### config.mk
export PLATFORM = sky130hd
export DESIGN_NAME = cache_arbiter
export DESIGN_NICKNAME = d
export VERILOG_FILES = /design/src/rtl/cache_types.sv /design/src/rtl/cache_arbiter.sv
export SDC_FILE = /design/constraint.sdc
export NUM_CORES = 1
export LEC_CHECK = 0
export CORE_AREA = 2 2 642 644
export CTS_BUF_LIST = sky130_fd_sc_hd__clkbuf_8
export CTS_CLUSTER_DIAMETER = 200
export DETAILED_ROUTE_END_ITERATION = 12
export DIE_AREA = 0 0 644 646
export GPL_TIMING_DRIVEN = 0
export PLACE_DENSITY = 0.3
export SYNTH_ARGS = -nofsm -noshare
export SYNTH_HDL_FRONTEND = slang
export SYNTH_SLANG_ARGS = --single-unit
### constraint.sdc
create_clock -name clk -period 1.5 [get_ports clk]
set_input_delay 0.225 -clock clk [delete_from_list [all_inputs] [get_ports clk]]
set_output_delay 0.225 -clock clk [all_outputs]
set_load 0.03 [all_outputs]
### src/rtl/cache_types.sv
// cache_types: shared line width and arbiter state/selection enums.
package cache_types;
  localparam int S_WORD = 256;
  typedef enum logic [1:0] {IDLE, SERVE_I, SERVE_D} arb_state_t;
  typedef enum logic {ARB_I, ARB_D} arb_sel_t;
endpackage

### src/rtl/cache_arbiter.sv
// cache_arbiter: round-robin sharing of one line-granular memory port between I-cache and D-cache.
module cache_arbiter
  import cache_types::*;
#(
  parameter int s_word = S_WORD
) (
  input  logic              clk,
  input  logic              rst,
  input  logic [31:0]       i_pmem_address,
  input  logic              i_pmem_read,
  input  logic              i_pmem_write,
  input  logic [s_word-1:0] i_pmem_wdata,
  output logic [s_word-1:0] i_pmem_rdata,
  output logic              i_pmem_resp,
  input  logic [31:0]       d_pmem_address,
  input  logic              d_pmem_read,
  input  logic              d_pmem_write,
  input  logic [s_word-1:0] d_pmem_wdata,
  output logic [s_word-1:0] d_pmem_rdata,
  output logic              d_pmem_resp,
  output logic [31:0]       pmem_address,
  output logic              pmem_read,
  output logic              pmem_write,
  output logic [s_word-1:0] pmem_wdata,
  input  logic [s_word-1:0] pmem_rdata,
  input  logic              pmem_resp
);
  arb_state_t state, state_n;
  arb_sel_t last, last_n;
  logic i_pend, d_pend, sel_i, sel_d;
  assign i_pend = i_pmem_read | i_pmem_write;
  assign d_pend = d_pmem_read | d_pmem_write;
  assign sel_i = state == SERVE_I;
  assign sel_d = state == SERVE_D;
  always_ff @(posedge clk)
    if (rst) begin
      state <= IDLE;
      last <= ARB_I;
    end else begin
      state <= state_n;
      last <= last_n;
    end
  // on a conflict the requester that did not go last wins
  always_comb begin
    state_n = state;
    last_n = last;
    case (state)
      IDLE:
        state_n = (i_pend && d_pend) ? (last == ARB_I ? SERVE_D : SERVE_I)
                : i_pend ? SERVE_I : d_pend ? SERVE_D : IDLE;
      SERVE_I:
        if (pmem_resp) begin
          state_n = IDLE;
          last_n = ARB_I;
        end
      SERVE_D:
        if (pmem_resp) begin
          state_n = IDLE;
          last_n = ARB_D;
        end
      default: state_n = IDLE;
    endcase
  end
  assign pmem_address = sel_i ? i_pmem_address : sel_d ? d_pmem_address : '0;
  assign pmem_read = sel_i ? i_pmem_read : sel_d ? d_pmem_read : 1'b0;
  assign pmem_write = sel_i ? i_pmem_write : sel_d ? d_pmem_write : 1'b0;
  assign pmem_wdata = sel_i ? i_pmem_wdata : sel_d ? d_pmem_wdata : '0;
  assign i_pmem_rdata = pmem_rdata;
  assign d_pmem_rdata = pmem_rdata;
  assign i_pmem_resp = sel_i & pmem_resp;
  assign d_pmem_resp = sel_d & pmem_resp;
endmodule

== After elaboration in Yosys (flattened, before gate mapping) ==
Cells that the tools add are included.

* Bits in registers: 3
* Latch bits: 0
* Memory bits (writable): 0
* ROM bits: 0
* Input bits: 839
* Output and inout bits: 804
* Logic and storage cells: 33
* Memories kept: 0

* Add/subtract/negate cells: 0
* $mul: 0
* Div/mod/pow operators: 0
* Magnitude comparators: 0
* Eq/ne operators: 5
* Shift-type cells: 0
* Mux-type cells: 17
* Bitwise operators: 4
* Reduce and logical (&&, ||, !) cells: 5

{| class="wikitable"
|+ Operators with widths
! kind !! count
|-
| 256-bit two-way mux || 2
|-
| 32-bit two-way mux || 2
|-
| 2-bit two-way mux || 5
|-
| 1-bit two-way mux || 6
|-
| 2-bit inequality test (second input constant) || 2
|-
| 2-bit one-hot mux with 2 select lines || 1
|-
| 3-bit AND reduction || 1
|-
| 1-bit AND || 2
|-
| 2-bit by 1-bit equality test with 1-bit output (second input constant) || 1
|-
| 2-bit equality test (second input constant) || 1
|-
| 2-bit logical NOT || 1
|-
| 2-bit by 1-bit inequality test with 1-bit output (second input constant) || 1
|-
| 1-bit OR || 2
|-
| 1-bit one-hot mux with 2 select lines || 1
|-
| 2-bit nonzero test || 1
|-
| 2-bit OR reduction || 1
|-
| 1-bit logical AND || 1
|}

== Depth between registers and ports, before layout ==
Gate-level depths: netlist of run 1.

* Depth in word-level cells: 5
* Mapped depth: 8

== Least setup slack after synthesis of run 1 ==
No wires, ideal clock.

* Kind: register -> output
* Start: register state[1]
* End: output pmem_wdata[100]
* Data arrival time: 1512 ps
* Data required time: 1275 ps
* Path slack: -237 ps
* Stages on the path, launching flop included: 7
* Path buffers: 3
* Path through: dfxtp_1 -> inv_1 -> ha_1 -> buf_2 -> buf_4 -> clkbuf_1 -> o21ai_1

* Word-level cells in the longest chain between the ends: 3
* Elaborated cells on any way between the ends: 4
* Classes of those cells: eq/ne: 2; mux: 2

{| class="wikitable"
|+ RTL lines
! what !! RTL line !! RTL
|-
| start: declaration || cache_arbiter.sv:28 || <nowiki>arb_state_t state, state_n;</nowiki>
|-
| start signal: assignment || cache_arbiter.sv:40 || <nowiki>state <= state_n;</nowiki>
|-
| 2-bit equality test || cache_arbiter.sv:34 || <nowiki>assign sel_d = state == SERVE_D;</nowiki>
|-
| 256-bit two-way mux || cache_arbiter.sv:67 || <nowiki>assign pmem_wdata = sel_i ? i_pmem_wdata : sel_d ? d_pmem_wdata : '0;</nowiki>
|-
| 256-bit two-way mux (*) || cache_arbiter.sv:67 ||
|-
| end: declaration || cache_arbiter.sv:24 || <nowiki>output logic [s_word-1:0] pmem_wdata,</nowiki>
|}

Mark *: on every way between the ends. The rest lies on a longest branch, timed or not.

== Worst setup path in the final report of run 1 ==
* Start: register state[0]
* End: output pmem_wdata[240]

The elaborated chain is that of the path after synthesis.

==> metrics.yaml, run 1 <==
run_status:
  outcome: "finished, violations left"
  violations: "setup timing"
power_and_ir_drop:
  p_clk_share_pct: 1.0
  p_int_w: 0.00916
  swShare_pct: 60.6
  cellPowerDensity_mw_per_mm2: 655
  p_leak_nw: 12.5
  power_frac_comb_pct: 98.6
  p_switching_w: 0.0141
  vdd_drop_max_mv: 0.227
  seqPwrFrac_pct: 0.5
yosys:
  synthFlopType: "dfxtp_1"
  yosysSeqAreaShare_pct: 0.728
  synthMuxAreaShare_pct: 0
  synthAdderAreaFrac_pct: 0.607
  async_reset_ff_share_pct: 0
  synth_xor_area_share_pct: 0
  ys_warn_count: 0
  synth_top_family_by_area: "buffers and inverters"
  avgSynthCellArea_sq_um: 5.50
  synth_commonest_cells: "nand2_1 (577), buf_4 (538), o21ai_1 (288)"
  synth-compound-area-share_pct: 18.3
  synth_seq_cells: 3
  synth_cell_types: 20
  yosysMostFrequentCell: "nand2_1"
  synthesis.nets: 2343
  yosysTopAreaCell: "buf_4"
  synth_simple_gate_area_share_pct: 27.0
  synth-edff-count: 0
  synth_top_area_share_pct: 49.0
  syn_area_sq_mm: 0.00825
  syn_inst: 1500
  ys_top_cells_by_area: "buf_4 (49%), nand2_1 (26%), o21ai_1 (17%)"
cts:
  cts-root-buf: "clkbuf_8"
  clkSlewWorstSetupHoldPaths_ns: 0.03
  htreeDepth: 1
  worstSkewPairLatency_ns: 0.22
  numCtsBuffers: 3
  cts.sinks: 3
  ctsHoldBuffers: 0
  cts_tree: "done"
  max-clock-path-buffers: 2
critical_path:
  worstReg2RegEnd: "state[1]"
  cp.required_ns: 1.27
  worstSetupEndpoint: "pmem_wdata[240]"
  arrival_ns: 1.99
  path_max_fanout: 10
  cp-end-kind: "output pin"
  r2r_setup_slack_ns: 0.09
  slowest_stage: "dfxtp_4"
  startpoint: "state[0]"
  cp.depth: 8
  crit_top_cell: "buf_6"
  critical_path.max_stage_delay_ns: 0.35
  criticalPathCategory: "reg2out"
  r2r_cells: 5
  path_cells: "inv_4 -> ha_4 -> buf_12 -> clkbuf_16 -> buf_6 -> nand2_1 -> o21ai_2 -> buf_6"
  timing.rr.start: "state[0]"
  startpoint_type: "flop"
  path_buf_inv: 5
  timing.critical_path.max_delay_family: "buffers and inverters"
placed_design:
  pre_cts_slack_ns: -2.70
  dp_hpwl_mm: 321
  port_buffers: 1386
  place_congestion: 0.939
floorplan:
  core_area_sq_mm: 0.409
  die_h_microns: 646
  row_count: 235
  die-area_sq_mm: 0.416
  ios: 1643
  start_util_pct: 2.02
  die_w_microns: 644
routing:
  dr_wl_met3_mm: 60.2
  firstDrtPassIters: 5
  first_iter_violations: 887
  dr_wl_met2_mm: 154
  drc_errors: 0
  met1_length_mm: 118
  drt_wl_total_mm: 337
  vias_per_cell: 2.06
  top_layer: "met5"
  postRouteAntennaNets: 0
  wl_per_cell_microns: 39.8
  vias: 17400
cells_and_area:
  nNetsFinal: 3784
  drive_gt1_share_pct: 49.2
  area_delta_synth_final_pct: 330
  finalCoreUtilization_pct: 8.68
global_routing:
  antenna_found_initial: 268
  grt_pass1_wl_mm: 370
  grt_usage_pct: 15.4
  grt_pass1_vias: 17100
  grt_overflow: 0
  grt_max_degree: 11
timing:
  setup_slack_ns: -0.717
  fin_crit_ns: 2.22
  skew_ns: 0.000632
  finalSetupViolCount: 328
  min_period_over_period_pct: 148
  tightest_slew_ns: 1.07
  maxSlewViolCount: 0
  rsz0062_at_grt: "true"
  relSlewSlack_pct: 28.1
  finalHoldViolCount: 0
  fmax_ghz: 0.451
flow_run:
  cap_violations: 0
min_path:
  min_path_type: "reg2reg"
-- worst reg2reg max path: stages (launching register included) --
cell      delay [ns]
dfxtp_4         0.37
inv_4           0.04
buf_4           0.13
ha_1            0.31
nor4bb_1        0.34
a41o_1          0.16
-- area by class of cell --
class                      instances  area [sq um]
clock buffer                       3          41.3
clock inverter                     1          3.75
inverter                           2          12.5
buffer                           606          5260
timing repair buffer            1439         16000
tap                             5451          6820
fill                           47900        373000
antenna                           78           195
multi-input combinational        886          7080
sequential                         3          67.6
-- power groups by stage --
stage | logic [W] | registers (W) | clock network (W)
after floorplan | 0.00763 | 0.0000998 | 0
after global placement | 0.0195 | 0.000101 | 0
after detailed placement | 0.0194 | 0.000102 | 0
after CTS | 0.0209 | 0.000108 | 0.000234
after global routing | 0.0241 | 0.000110 | 0.000241
final | 0.0229 | 0.000109 | 0.000226
-- worst min path at each step --
stage               slack (ns)  startpoint  endpoint  depth (start not counted)
finish                    0.58        last      last                          2
global route              0.62        last      last                          2
CTS                       0.58        last      last                          2
detailed placement        0.58        last      last                          2
global placement          0.57        last  state[1]                          2
floorplan                 0.29         rst      last                          1
-- routing by layer --
metal / up-vias / GRT usage [%]
li1: 7251 / -
met4: 136 / 1.48
met2: 1416 / 25.2
met5: - / 0
met3: 436 / 12.1
met1: 8186 / 15.9
-- sequential cells by signal (all words and copies together) (netlist names) --
signal and count:
last 1, state 2
-- cell usage in the layout, fill, tap and decap left out, types with 3 or more instances in the layout --
cell,netlist,final
buf_8,0,48
o21ai_2,0,109
clkbuf_4,0,8
nand2_2,0,132
nand2_8,0,20
nand2_1,577,347
clkbuf_16,0,17
clkdlybuf4s50_1,0,1094
diode_2,0,78
clkbuf_8,0,3
buf_16,0,14
buf_2,58,5
clkdlybuf4s15_2,0,3
o21ai_4,0,143
buf_4,538,579
buf_12,0,135
buf_6,2,142
nand2_4,0,78
o21ai_1,288,36
-- through the flow --
| step | total power [W] | cells | hold slack (ns) | TNS (ns) | instance area, sq um |
|---|---|---|---|---|---|
| 2_1_floorplan | 0.00773 | 1500 | 0.294 | -42.42 | 9450 |
| 3_3_place_gp | 0.0196 | 8337 | 0.567 | -517.22 | 30100 |
| 3_5_place_dp | 0.0195 | 8337 | 0.578 | -517.75 | 30100 |
| 4_1_cts | 0.0212 | 8365 | 0.582 | -217.92 | 31800 |
| 5_1_grt | 0.0244 | 8418 | 0.616 | -195.13 | 35300 |
| 6_report | 0.0232 | 8469 | 0.581 | -169.18 | 35500 |
-- cells by family (layout without fill, tap and decap cells) --
logic type,after synthesis,count (layout)
adder cells (fa/ha/maj),4,4
AO/OA/AOI/OAI,296,296
flip-flops,3,3
AND/OR/NAND/NOR,586,586
other,0,78
buffers and inverters,611,2051
-- timing repair --
item,in CTS,in global routing
setup buffers,19,13
endpoints found under the hold margin,0,0
pin swaps,22,36
setup endpoints to repair,344,347
cloned,6,18
gates resized for setup,2117,923
(Power assumes the default switching activity.)
==> run 2, diff against run 1 <==
--- a/config.mk
+++ b/config.mk
@@ -6,4 +6,5 @@
 export NUM_CORES = 1
 export LEC_CHECK = 0
+export CAP_MARGIN = 25
 export CORE_AREA = 2 2 642 644
 export CTS_BUF_LIST = sky130_fd_sc_hd__clkbuf_8
==> constraint.sdc (replaced) <==
create_clock -name clk -period 1.5 [get_ports clk]
set_input_delay 0.3 -clock clk [delete_from_list [all_inputs] [get_ports clk]]
set_output_delay 0.3 -clock clk [all_outputs]
set_load 0.03 [all_outputs]
==> run 2 against run 1 <==
  * Core utilization fell by 0.47 points
  * Count of clock-buffer cells in the layout unchanged
  * Via count shrank 2.7%
  * Global-route usage shrank 1.5 points
  * Clock skew about the same
  * Total power shrank 9.6%
  * Final cell count is 0.47% lower
  * Critical path depth unchanged
  * Critical path type unchanged
  * Combinational power is 10% lower
  * First-iteration DRC count fell by 6.3%
  * The flow still finishes with violations (setup timing)
  * Die area unchanged
==> metrics.yaml, run 2 (synthesis results as in run 1) <==
run_status:
  outcome: "finished, violations left"
  violations: "setup timing"
critical_path:
  cp-end-kind: "output pin"
  r2r_setup_slack_ns: 0.03  # -0.06 ns
  timing.critical_path.max_delay_family: "buffers and inverters"
  cp.required_ns: 1.20  # -0.07 ns
  worstReg2RegEnd: "state[1]"
  path_max_fanout: 11  # +1
  path_buf_inv: 5  # unchanged
  slowest_stage: "dfxtp_2"
  timing.rr.start: "state[1]"
  r2r_cells: 6  # +1
  critical_path.max_stage_delay_ns: 0.33  # -0.02 ns
  arrival_ns: 2.18  # +0.19 ns
  path_cells: "inv_2 -> ha_4 -> buf_16 -> buf_12 -> buf_4 -> nand2_2 -> o21ai_4 -> clkdlybuf4s15_2"
  criticalPathCategory: "reg2out"
  startpoint_type: "flop"
placed_design:
  port_buffers: 1386  # unchanged
  dp_hpwl_mm: 288  # -10%
  dp_cells: 8347  # +0.12%
  placed_area_sq_mm: 0.0317  # +5.2%
  place_congestion: 0.981  # +4.6%
floorplan:
  ios: 1643  # unchanged
  die_h_microns: 646  # unchanged
  die-area_sq_mm: 0.416  # unchanged
  die_w_microns: 644  # unchanged
  start_util_pct: 2.02  # unchanged
  core_area_sq_mm: 0.409  # unchanged
  row_count: 235  # unchanged
min_path:
  hold_path_end: "last"
  hp-start: "last"
  whs_path_depth: 2  # unchanged
  min_path_type: "reg2reg"
cells_and_area:
  drive_gt1_share_pct: 44.9  # -4.3 points
  top_register: "state"
  nNetsFinal: 3764  # -0.53%
  multi_input_area_sq_mm: 0.00662  # -6.6%
  final_common_cell: "clkdlybuf4s50_1"
  layout_common_cells: "clkdlybuf4s50_1 (1094), buf_4 (604), nand2_1 (406)"
  seqCellArea_sq_um: 65.1  # -3.7%
  largest_reg_flops: 2  # unchanged
  fin_cells: 8429  # -0.47%
  top_regs: "state x2, last x1"
  fin_area_sq_mm: 0.0336  # -5.4%
  fillers: 47900  # +0.029%
  area_delta_synth_final_pct: 307
timing:
  finalHoldViolCount: 0  # unchanged
  maxSlewViolCount: 0  # unchanged
  setup_slack_ns: -0.977  # -0.260 ns
  relSlewSlack_pct: 36.7  # +8.6 points
  fmax_ghz: 0.404  # -10%
  min_period_over_period_pct: 165  # +17 points
  tightest_slew_ns: 0.947  # -0.128 ns
  holdWs_ns: 0.577  # -0.00461 ns
  fin_crit_ns: 2.48  # +0.260 ns
  skew_ns: 0.000600  # -0.0000312 ns
  finalSetupViolCount: 359  # +9.5%
  rsz0062_at_grt: "true"
power_and_ir_drop:
  p_total_w: 0.0210  # -9.6%
  p_leak_nw: 11.7  # -5.8%
  vdd_drop_max_mv: 0.238  # +4.8%
  cellPowerDensity_mw_per_mm2: 625  # -4.5%
cts:
  numCtsBuffers: 3  # unchanged
  max-clock-path-buffers: 2  # unchanged
  cts-root-buf: "clkbuf_8"
  clkSlewWorstSetupHoldPaths_ns: 0.03  # about the same
  htreeDepth: 1  # unchanged
  cts_tree: "done"
  cts.sinks: 3  # unchanged
  worstSkewPairLatency_ns: 0.24  # +0.02 ns
  ctsHoldBuffers: 0  # unchanged
global_routing:
  grt_overflow: 0  # unchanged
  busiest_layer: "met2"
  grt_util_met2_pct: 21.3  # -3.9 points
  met1_usage_pct: 15.2  # -0.68 points
  grt_max_degree: 11  # unchanged
  grt_pass1_vias: 16800  # -1.6%
  antenna_found_initial: 288  # +7.5%
  grt_pass1_wl_mm: 335  # -9.4%
  grt_usage_pct: 13.8  # -1.5 points
  globalRouteMet3Util_pct: 10.8  # -1.2 points
routing:
  firstDrtPassIters: 5  # unchanged
  vias: 16900  # -2.7%
  drt_wl_total_mm: 302  # -10%
  drc_errors: 0  # unchanged
  first_iter_violations: 831  # -6.3%
  postRouteAntennaNets: 0  # unchanged
  vias_per_cell: 2.01  # -2.3%
  wl_per_cell_microns: 35.8  # -10%
flow_run:
  cap_violations: 0  # unchanged
[run 2: changes by cell type in the layout (fill, tap and decap cells not counted), moves of 17 or more]
| cell | previous run | this run |
|---|---|---|
| clkbuf_4 | 8 | 25 |
| nand2_8 | 20 | 2 |
| o21ai_4 | 143 | 172 |
| buf_6 | 142 | 115 |
| clkdlybuf4s15_2 | 3 | 26 |
| nand2_1 | 347 | 406 |
| buf_2 | 5 | 22 |
| o21ai_1 | 36 | 81 |
| buf_4 | 579 | 604 |
| nand2_2 | 132 | 114 |
| o21ai_2 | 109 | 35 |
| nand2_4 | 78 | 55 |
| buf_12 | 135 | 50 |
| diode_2 | 78 | 58 |
[run 2: worst max-delay path by stage]
| stage | startpoint | to | depth (start not counted) |
|---|---|---|---|
| after floorplan | state[1] | pmem_wdata[151] | 6 |
| after global placement | state[1] | pmem_address[14] | 8 |
| after detailed placement | state[1] | pmem_wdata[38] | 8 |
| after CTS | state[0] | pmem_wdata[100] | 8 |
| after global routing | state[0] | pmem_wdata[100] | 8 |
| final | state[0] | pmem_wdata[222] | 8 |
[run 2: repair_timing]
action / CTS / global route
pin swaps: 13 / 4
gates resized for setup: 1547 / 543
setup buffers: 13 / 13
cloned: 3 / 4
endpoints found under the setup margin: 353 / 359
hold endpoints to repair: 0 / 0
[run 2: cell type report]
cell class / instances / area share, %
Clock inverter: 1 / 0.0112
Clock buffer: 3 / 0.123
Multi-Input combinational cell: 886 / 19.7
Inverter: 2 / 0.0298
Buffer: 607 / 15.2
Sequential cell: 3 / 0.194
Timing Repair Buffer: 1418 / 43.9
Tap cell: 5451 / 20.3
Antenna cell: 58 / 0.433
[run 2: where the power goes]
| part | internal [W] | switching [W] | total (W) |
|---|---|---|---|
| registers | 0.0000942 | 0.0000150 | 0.000109 |
| logic | 0.00775 | 0.0129 | 0.0206 |
| clock network | 0.000174 | 0.0000595 | 0.000234 |
| total | 0.00802 | 0.0130 | 0.0210 |
[run 2: routing by layer]
layer  wire, microns  vias to the layer above  share of wire, %
li1                -                     7161                 -
met1          115000                     7744                38
met2          128000                     1379                42
met3           51200                      471                17
met4            6500                      194               2.2
met5            1280                        -              0.42
[run 2: through the flow]
| stage | util [%] | setup WS [ns] | TNS, ns |
|---|---|---|---|
| detailed placement | 7.76 | -2.20 | -497.60 |
| finish | 8.21 | -0.977 | -242.38 |
| global placement | 7.69 | -2.38 | -501.76 |
| CTS | 7.93 | -1.08 | -282.17 |
| global route | 8.19 | -1.09 | -268.02 |
| floorplan | - | -0.276 | -39.47 |
[run 2: worst reg2reg max path, delay by kind of cell, from the launching register on]
family                   cells  cell delay, ns
buffers and inverters        3            0.28
adder cells (fa/ha/maj)      1            0.30
AND/OR/NAND/NOR              1            0.30
flip-flops                   1            0.37
AO/OA/AOI/OAI                1            0.15
==> run 3, diff against run 2 <==
Settings changed: CAP_MARGIN 25 to 20, SLEW_MARGIN set to 20.
==> run 3 against run 2 <==
  * The run still ends with setup timing left
  * Global-route usage about the same
  * Critical endpoint is now pmem_wdata[166]
  * Non-clock buffer count decreased by 8
  * Critical path type unchanged
  * Sequential share of layout area about the same
  * Highest routed layer unchanged
  * Fmax about the same
  * Die area unchanged
==> metrics.yaml, run 3 (synthesis results as in run 1) <==
power_and_ir_drop:
  p_leak_nw: 11.6  # -1.2%
  vdd_drop_max_mv: 0.233  # -2.0%
  swShare_pct: 62.7  # +0.90 points
  p_int_w: 0.00763  # -4.8%
  p_switching_w: 0.0128  # -1.1%
  seqPwrFrac_pct: 0.5  # about the same
  power_frac_comb_pct: 98.3  # about the same
  p_clk_share_pct: 1.1  # about the same
  p_total_w: 0.0205  # -2.5%
  cellPowerDensity_mw_per_mm2: 618  # -1.1%
timing:
  holdWs_ns: 0.584  # +0.00762 ns
  fmax_ghz: 0.404  # about the same
  skew_ns: 0.00237  # +0.00177 ns
  finalHoldViolCount: 0  # unchanged
  finalSetupViolCount: 362  # +0.84%
  setup_slack_ns: -0.978  # -0.00148 ns
  maxSlewViolCount: 0  # unchanged
  tns_ns: -242.45  # -0.0730 ns
  tightest_slew_ns: 0.950  # +0.00375 ns
  fin_crit_ns: 2.48  # +0.00148 ns
  rsz0062_at_grt: "true"
  relSlewSlack_pct: 36.4  # -0.25 points
  min_period_over_period_pct: 165  # about the same
cells_and_area:
  fin_area_sq_mm: 0.0331  # -1.5%
  top_regs: "state x2, last x1"
  largest_reg_flops: 2  # unchanged
  final_common_cell: "clkdlybuf4s50_1"
  nNetsFinal: 3756  # -0.21%
  fillers: 48000  # +0.15%
  layout_common_cells: "clkdlybuf4s50_1 (1094), buf_4 (579), nand2_1 (396)"
  top_register: "state"
  area_delta_synth_final_pct: 301
  multi_input_area_sq_mm: 0.00660  # -0.25%
  seqCellArea_sq_um: 65.1  # unchanged
  finalCoreUtilization_pct: 8.09  # -0.12 points
  drive_gt1_share_pct: 45.1  # +0.16 points
critical_path:
  slowest_stage: "clkdlybuf4s15_2"
  arrival_ns: 2.18  # about the same
  path_max_fanout: 10  # -1
  cp-end-kind: "output pin"
  critical_path.max_stage_delay_ns: 0.39  # +0.06 ns
  startpoint_type: "flop"
  path_cells: "inv_4 -> ha_4 -> buf_12 -> buf_4 -> clkbuf_4 -> o21ai_1 -> clkdlybuf4s15_2"
  cp.required_ns: 1.20  # about the same
  criticalPathCategory: "reg2out"
routing:
  postRouteAntennaNets: 0  # unchanged
  first_iter_violations: 839  # +0.96%
  wl_per_cell_microns: 35.5  # -0.80%
  drc_errors: 0  # unchanged
  vias_per_cell: 1.98  # -1.3%
  drt_wl_total_mm: 299  # -0.80%
  firstDrtPassIters: 5  # unchanged
  vias: 16700  # -1.3%
floorplan:
  start_util_pct: 2.02  # unchanged
  die_w_microns: 644  # unchanged
  core_area_sq_mm: 0.409  # unchanged
  die_h_microns: 646  # unchanged
  row_count: 235  # unchanged
  die-area_sq_mm: 0.416  # unchanged
  ios: 1643  # unchanged
global_routing:
  grt_max_degree: 11  # unchanged
  grt_pass1_wl_mm: 335  # -0.20%
  grt_pass1_vias: 16900  # +0.45%
  antenna_found_initial: 274  # -4.9%
  grt_overflow: 0  # unchanged
  grt_usage_pct: 13.8  # -0.033 points
flow_run:
  cap_violations: 0  # unchanged
cts:
  numCtsBuffers: 3  # unchanged
  cts_tree: "done"
  htreeDepth: 1  # unchanged
  worstSkewPairLatency_ns: 0.24  # about the same
  cts.sinks: 3  # unchanged
  max-clock-path-buffers: 2  # unchanged
  cts-root-buf: "clkbuf_8"
  clkSlewWorstSetupHoldPaths_ns: 0.03  # about the same
placed_design:
  port_buffers: 1386  # unchanged
  dp_hpwl_mm: 288  # about the same
  placed_area_sq_mm: 0.0314  # -1.0%
  place_congestion: 0.981  # unchanged
min_path:
  min_path_type: "reg2reg"
run_status:
  violations: "setup timing"
  outcome: "finished, violations left"
[run 3: final timing paths]
path,startpoint,to,slack [ns],cells past startpoint
setup / recovery,state[1],pmem_wdata[166],-0.98,7
hold / removal,last,last,0.58,2
setup reg to reg,state[1],last,0.09,6
hold reg to reg,last,last,0.58,2
[run 3: cell type report]
class                           count  area share (%)
Tap cell                         5451            20.6
Clock buffer                        3           0.125
Antenna cell                       66           0.499
Buffer                            609            15.4
Multi-Input combinational cell    886            20.0
Timing Repair Buffer             1408            43.2
Sequential cell                     3           0.197
Clock inverter                      1          0.0114
Inverter                            2          0.0303
[run 3: stage by stage]
step | worst slack, ns | instances
floorplan | -0.276 | 1500
finish | -0.978 | 8429
global route | -1.04 | 8388
global placement | -2.38 | 8337
CTS | -1.08 | 8361
detailed placement | -2.21 | 8337
[run 3: worst max-delay path, delay by kind of cell (launching register included)]
kind                       cells  cell delay [ns]
buffers and inverters          5             1.29
DFF                            1             0.36
adders and majority gates      1             0.13
AOI/OAI and AO/OA              1             0.11
[run 3: per-layer routing]
layer  global-route usage [%]  part of all wire (%)  up-vias
met3                     10.6                    17      455
met5                        0                  0.42        -
li1                         -                     -     7154
met1                     15.3                    38     7605
met2                     21.1                    42     1320
met4                     2.00                   2.1      190
[run 3: power groups by stage]
stage / combinational, W / sequential (W) / clock (W)
final: 0.0201 / 0.000110 / 0.000230
after global routing: 0.0214 / 0.000113 / 0.000240
after CTS: 0.0203 / 0.000110 / 0.000230
after detailed placement: 0.0198 / 0.000109 / 0
after global placement: 0.0198 / 0.000109 / 0
after floorplan: 0.00839 / 0.000107 / 0
[run 3: timing repair]
item / CTS / global route
setup buffers: 20 / 2
pin swaps: 18 / 0
resized for setup: 1530 / 489
setup endpoints to repair: 354 / 356
hold buffers: 0 / 0
